`config.mk`:
```
export PLATFORM = sky130hd
export DESIGN_NAME = obuf_read_arbiter_flat
export DESIGN_NICKNAME = d
export VERILOG_FILES = /design/src/rtl/obuf_read_arbiter_if.sv /design/src/rtl/obuf_read_arbiter.sv /design/src/flat_wrapper.sv
export SDC_FILE = /design/constraint.sdc
export NUM_CORES = 1
export LEC_CHECK = 0
export BUFFER_PORTS_ARGS = -buffer_cell sky130_fd_sc_hd__buf_2
export CORE_AREA = 3 3 235 237
export DETAILED_ROUTE_END_ITERATION = 10
export DIE_AREA = 0 0 238 240
export PLACE_DENSITY = 0.39
export RECOVER_POWER = 50
export SYNTH_ARGS = -nofsm -noshare
export SYNTH_HDL_FRONTEND = slang
export SYNTH_SLANG_ARGS = --single-unit
export TNS_END_PERCENT = 20
```
`constraint.sdc`:
```
create_clock -name clk -period 2.5 [get_ports clk]
set_clock_uncertainty 0.1 [all_clocks]
set_input_delay 0.375 -clock clk [delete_from_list [all_inputs] [get_ports clk]]
set_output_delay 0.375 -clock clk [all_outputs]
set_load 0.05 [all_outputs]
```
`src/rtl/obuf_read_arbiter_if.sv`:
```
// Handshake bundle between the SA/ST requesters, the read arbiter and the
// output-buffer read port.
interface obuf_read_arbiter_if #(
    parameter int NUM_BANKS       = 64,
    parameter int READ_ADDR_WIDTH = 8
);
    logic                                 sa_rd_req;
    logic [READ_ADDR_WIDTH-1:0]           sa_rd_addr;
    logic                                 sa_rd_ready;
    logic                                 sa_rd_data_valid;
    logic                                 st_rd_req;
    logic [READ_ADDR_WIDTH-1:0]           st_rd_addr;
    logic                                 st_rd_ready;
    logic                                 st_rd_data_valid;
    logic [NUM_BANKS-1:0]                 obuf_rd_req;
    logic [NUM_BANKS*READ_ADDR_WIDTH-1:0] obuf_rd_addr;
    logic                                 starve_flag;

    modport slave (
        input  sa_rd_req, sa_rd_addr, st_rd_req, st_rd_addr,
        output sa_rd_ready, sa_rd_data_valid, st_rd_ready, st_rd_data_valid,
        output obuf_rd_req, obuf_rd_addr, starve_flag
    );

    modport master (
        output sa_rd_req, sa_rd_addr, st_rd_req, st_rd_addr,
        input  sa_rd_ready, sa_rd_data_valid, st_rd_ready, st_rd_data_valid,
        input  obuf_rd_req, obuf_rd_addr, starve_flag
    );
endinterface

```
`src/rtl/obuf_read_arbiter.sv`:
```
// Arbitrates the output-buffer read port between the SA partial-sum path and
// the store engine, and routes each returning data-valid back to its issuer.
module obuf_read_arbiter #(
    parameter int NUM_BANKS       = 64,
    parameter int READ_ADDR_WIDTH = 8,
    parameter int READ_LATENCY    = 1,
    parameter int STARVE_LIMIT    = 8
) (
    input  logic                 clk,
    input  logic                 reset,
    obuf_read_arbiter_if.slave   bus
);
    localparam int CNT_W = $clog2(STARVE_LIMIT + 1);
    localparam logic [CNT_W-1:0] LIMIT = CNT_W'(STARVE_LIMIT);

    logic                       sa_win_s;
    logic                       st_win_s;
    logic [READ_ADDR_WIDTH-1:0] accept_addr_s;
    logic [CNT_W-1:0]           cnt_next_s;
    logic [CNT_W-1:0]           cnt_r;
    logic                       starve_r;
    logic                       issue_sa_r;
    logic                       issue_st_r;
    logic [READ_ADDR_WIDTH-1:0] addr_r;
    logic [READ_LATENCY-1:0]    pipe_sa_r;
    logic [READ_LATENCY-1:0]    pipe_st_r;

    // Grant selection: SA first unless ST has been promoted; nothing granted in reset
    always_comb begin
        sa_win_s      = 1'b0;
        st_win_s      = 1'b0;
        accept_addr_s = bus.sa_rd_addr;
        if (reset) begin
            sa_win_s = 1'b0;
            st_win_s = 1'b0;
        end else if (bus.st_rd_req && (starve_r || !bus.sa_rd_req)) begin
            st_win_s      = 1'b1;
            accept_addr_s = bus.st_rd_addr;
        end else if (bus.sa_rd_req) begin
            sa_win_s = 1'b1;
        end else begin
            sa_win_s = 1'b0;
            st_win_s = 1'b0;
        end
    end

    // Starve counter next value: counts ST wait cycles, saturating at the limit
    always_comb begin
        cnt_next_s = cnt_r;
        if (!bus.st_rd_req || st_win_s) begin
            cnt_next_s = {CNT_W{1'b0}};
        end else if (cnt_r == LIMIT) begin
            cnt_next_s = cnt_r;
        end else begin
            cnt_next_s = cnt_r + CNT_W'(1);
        end
    end

    // Promotion state, issue stage and response pipe
    always_ff @(posedge clk) begin
        if (reset) begin
            cnt_r      <= {CNT_W{1'b0}};
            starve_r   <= 1'b0;
            issue_sa_r <= 1'b0;
            issue_st_r <= 1'b0;
            addr_r     <= {READ_ADDR_WIDTH{1'b0}};
            pipe_sa_r  <= {READ_LATENCY{1'b0}};
            pipe_st_r  <= {READ_LATENCY{1'b0}};
        end else begin
            cnt_r      <= cnt_next_s;
            starve_r   <= (cnt_next_s == LIMIT);
            issue_sa_r <= sa_win_s;
            issue_st_r <= st_win_s;
            if (sa_win_s || st_win_s) begin
                addr_r <= accept_addr_s;
            end else begin
                addr_r <= addr_r;
            end
            // Owner is carried one-hot so each data-valid is a direct register bit
            pipe_sa_r[0] <= issue_sa_r;
            pipe_st_r[0] <= issue_st_r;
            for (int i = 1; i < READ_LATENCY; i++) begin
                pipe_sa_r[i] <= pipe_sa_r[i-1];
                pipe_st_r[i] <= pipe_st_r[i-1];
            end
        end
    end

    assign bus.sa_rd_ready      = sa_win_s;
    assign bus.st_rd_ready      = st_win_s;
    assign bus.starve_flag      = starve_r;
    assign bus.obuf_rd_req      = {NUM_BANKS{issue_sa_r | issue_st_r}};
    assign bus.obuf_rd_addr     = {NUM_BANKS{addr_r}};
    assign bus.sa_rd_data_valid = pipe_sa_r[READ_LATENCY-1];
    assign bus.st_rd_data_valid = pipe_st_r[READ_LATENCY-1];
endmodule

```
`src/flat_wrapper.sv`:
```
// flat-port wrapper written by rule: the top's interface ports become plain ports
module obuf_read_arbiter_flat 
#(
    parameter int NUM_BANKS       = 64,
    parameter int READ_ADDR_WIDTH = 8,
    parameter int READ_LATENCY    = 1,
    parameter int STARVE_LIMIT    = 8
)
  (clk, reset, bus_sa_rd_req, bus_sa_rd_addr, bus_st_rd_req, bus_st_rd_addr, bus_sa_rd_ready, bus_sa_rd_data_valid, bus_st_rd_ready, bus_st_rd_data_valid, bus_obuf_rd_req, bus_obuf_rd_addr, bus_starve_flag);
  obuf_read_arbiter_if #(.NUM_BANKS(NUM_BANKS), .READ_ADDR_WIDTH(READ_ADDR_WIDTH)) bus_i ();
  input  logic clk;
  input  logic reset;
  input wire logic [$bits(bus_i.sa_rd_req)-1:0] bus_sa_rd_req;
  input wire logic [$bits(bus_i.sa_rd_addr)-1:0] bus_sa_rd_addr;
  input wire logic [$bits(bus_i.st_rd_req)-1:0] bus_st_rd_req;
  input wire logic [$bits(bus_i.st_rd_addr)-1:0] bus_st_rd_addr;
  output wire logic [$bits(bus_i.sa_rd_ready)-1:0] bus_sa_rd_ready;
  output wire logic [$bits(bus_i.sa_rd_data_valid)-1:0] bus_sa_rd_data_valid;
  output wire logic [$bits(bus_i.st_rd_ready)-1:0] bus_st_rd_ready;
  output wire logic [$bits(bus_i.st_rd_data_valid)-1:0] bus_st_rd_data_valid;
  output wire logic [$bits(bus_i.obuf_rd_req)-1:0] bus_obuf_rd_req;
  output wire logic [$bits(bus_i.obuf_rd_addr)-1:0] bus_obuf_rd_addr;
  output wire logic [$bits(bus_i.starve_flag)-1:0] bus_starve_flag;
  assign bus_i.sa_rd_req = bus_sa_rd_req;
  assign bus_i.sa_rd_addr = bus_sa_rd_addr;
  assign bus_i.st_rd_req = bus_st_rd_req;
  assign bus_i.st_rd_addr = bus_st_rd_addr;
  assign bus_sa_rd_ready = bus_i.sa_rd_ready;
  assign bus_sa_rd_data_valid = bus_i.sa_rd_data_valid;
  assign bus_st_rd_ready = bus_i.st_rd_ready;
  assign bus_st_rd_data_valid = bus_i.st_rd_data_valid;
  assign bus_obuf_rd_req = bus_i.obuf_rd_req;
  assign bus_obuf_rd_addr = bus_i.obuf_rd_addr;
  assign bus_starve_flag = bus_i.starve_flag;
  obuf_read_arbiter #(.NUM_BANKS(NUM_BANKS), .READ_ADDR_WIDTH(READ_ADDR_WIDTH), .READ_LATENCY(READ_LATENCY), .STARVE_LIMIT(STARVE_LIMIT)) u_core (.clk(clk), .reset(reset), .bus(bus_i));
endmodule
```
==> impl_metrics.csv <==
group,metric,value,unit
yosys,yosysSeqAreaShare,6.693,%
yosys,synth.distinct_cells,26,
routing,drt-pass1-iter-count,3,
cts,htree_levels,1,
timing,fin_crit,2.215,ns
timing,rsz0062_at_grt,"false",
floorplanning,rows,85,
yosys,ys_warn_count,0,
floorplanning,die_w,238,um
yosys,synth.most_common_cell,"buf_4",
global_routing,antenna_found_initial,7,
yosys,ys_seq_elements,17,
routing,num_vias,2994,
pwr,clockPowerShare,8.5,%
routing,wl_met1,4127,um
layout,drive_gt1_share,84.09,%
yosys,yosysTopAreaCell,"buf_4",
timing,worstMarginPinSlew,0.9465,ns
yosys,syn_avg_cell_area,7.920,sq um
critical_path,crit_required,2.03,ns
pwr,p_int,1.009,mW
routing,met3_wirelength,1645,um
routing,drc,0,
routing,post_drt_wl_per_cell,7.848,um
layout,final_nets,708,
cts,hold_buffers,0,
timing,hold_violations,0,
floorplanning,dieArea,57120,sq um
pwr,swShare,76.16,%
timing,slew_violations,0,
critical_path,worst_setup_path_end_kind,"output pin",
layout,regArea,349.1,sq um
yosys,synth-edff-count,0,
routing,dr.first_iter.drc_count,46,
worst_hold_path,hold_path.class,"primary input to register",
placement,hpwl,9268,um
floorplanning,core,53500,sq um
yosys,netlist_area,5085,sq um
pwr,leakage,3.028,nW
cts,numCtsBuffers,3,
yosys,ys_top_cells_by_area,"buf_4, dfxtp_1, a211oi_2, mux2i_1, nor3b_1",
floorplanning,initial_utilization,9.505,%
timing,slew_headroom,36.90,%
timing,setup_viol,0,
timing,post-route-period-util,88.61,%
global_routing,gr-total-overflow,0,
layout,fill_cells,6265,
layout,multiInputGateArea,422.9,sq um
cts,worstSkewPairLatency,0.27,ns
pwr,power.switching,3.225,mW
yosys,synth-main-ff-cell,"dfxtp_1",
cts,cts_sinks,17,
critical_path,startpoint_type,"register",
cts,cts_setup_buffers,0,
floorplanning,die_y,240,um
yosys,yosysTopAreaCellShare,83.71,%
critical_path,crit_arrival,1.74,ns
routing,drt-total-wl,10850,um
yosys,synth_common_cells,"buf_4, dfxtp_1, mux2i_1, a211oi_2, nor3b_1",
cts,cts_max_path_buffers,2,
placement,routabilityCongestion,0.5427,
pwr,pwr-share-seq,8.5,%
layout,area_growth,-6.201,%
cts,path_clk_slew,0.07,ns
routing,ant_nets,0,
routing,wl_met2,4965,um
cts,cts_tree,"done",
timing,fin_setup_tns,0,ns
job,drv_cap,0,
run_status,status,"finished, final reports clean",
yosys,synthCells,642,
yosys,async_flop_share,0,%
cts,cts-resized-gates,0,
global_routing,grt_max_degree,66,
yosys,syn_nets,664,
global_routing,grt_pass1_wl,11300,um
pwr,pwr_density_cell,887.8,nW/um^2
routing,top_layer,"met5",
timing,fmax,0.4514,GHz
pwr,max-vdd-ir-drop,0.2747,mV
pwr,p_total,4.234,mW
critical_path,worstPathMaxFanout,34,
placement,placement.io_buffers,600,
global_routing,grt_pass1_vias,1474,
pwr,p_comb_share,83.0,%
floorplanning,io_pins,601,
routing,viasPerCell,2.165,
global_routing,grtUsageTotal,2.766,%
cts,clk_root_buffer_cell,"clkbuf_16",
critical_path,path_class,"register to output pin",
## worst paths after layout
path                                             start                     endpoint  slack, ns  depth (start not counted)
worst max register to register  u_core.bus.starve_flag       u_core.bus.starve_flag       0.54                          4
worst min-delay path                 bus_st_rd_addr[7]             u_core.addr_r[7]       0.34                          3
worst max-delay path                  u_core.addr_r[5]        bus_obuf_rd_addr[405]       0.28                          2
worst min register to register       u_core.issue_sa_r  u_core.bus.sa_rd_data_valid       0.36                          1
## per-stage QoR
stage	utilization [%]	hold slack, ns	worst slack, ns	instances	area (sq um)
4_1_cts	9.091	0.3316	0.3763	1381	4863
5_1_grt	8.907	0.3604	0.1350	1381	4765
3_5_place_dp	8.942	0.3494	0.6701	1377	4783
6_report	8.916	0.3366	0.2847	1383	4770
2_1_floorplan	-	0.3292	0.2328	642	5095
3_3_place_gp	8.942	0.3523	0.7270	1377	4783
## critical path: stages (launching register included)
cell and delay, ns:
dfxtp_1 0.91, buf_12 0.26, clkbuf_2 0.30
## placed cells by master (no fill, tap or decap), types with 2 or more instances in the layout
cell,Yosys,final
buf_2,1,453
clkbuf_2,0,95
clkbuf_1,0,55
dfxtp_1,17,10
mux2i_1,9,9
nor3b_1,8,8
a211oi_2,8,8
dfxtp_2,0,7
nor2_1,5,5
buf_4,567,5
inv_1,4,4
nor2b_1,3,4
clkbuf_16,0,3
diode_2,0,2
and3b_1,2,2
ha_1,2,2
buf_12,0,2
## cell families (layout without fill, tap and decap cells)
group                    Yosys count  after routing  share of synthesized area [%]
AO/OA/AOI/OAI                     11             11                          2.338
XOR/XNOR                           1              1                         0.1723
adder cells (fa/ha/maj)            2              2                         0.4920
buffers and inverters            575            618                          84.62
flip-flops                        17             17                          6.693
multiplexers                       9              9                          1.772
other                              0              2                              0
AND/OR/NAND/NOR                   27             27                          3.912
## flip-flops by register name, summed over array words and instances, names as in the netlist
| signal | cells |
|---|---|
| u_core.issue_st_r | 1 |
| u_core.issue_sa_r | 1 |
| u_core.addr_r | 8 |
| u_core.bus.st_rd_data_valid | 1 |
| u_core.bus.sa_rd_data_valid | 1 |
| u_core.cnt_r | 4 |
| u_core.bus.starve_flag | 1 |
## routing by layer
layer	up-vias	GRT usage (%)
met2	294	4.590
met4	8	0.2749
li1	1494	-
met5	-	0
met1	1180	3.332
met3	18	1.388
## power by group through the flow
stage          logic [mW]  registers (mW)  clock network [mW]
2_1_floorplan        3.74           0.464                   0
3_3_place_gp         3.57           0.365                   0
3_5_place_dp         3.56           0.371                   0
4_1_cts              3.56           0.364               0.378
5_1_grt              3.62           0.381               0.393
6_report             3.51           0.362               0.359
## final cells by class
type                            instances  area share (%)
Sequential cell                        17           7.319
Clock buffer                            3           1.574
Tap cell                              696           18.26
Antenna cell                            2          0.1049
Inverter                                4          0.3148
Timing Repair Buffer                  610           63.46
Multi-Input combinational cell         50           8.867
Clock inverter                          1          0.1049
No activity file was read; power rests on OpenSTA's default activity.
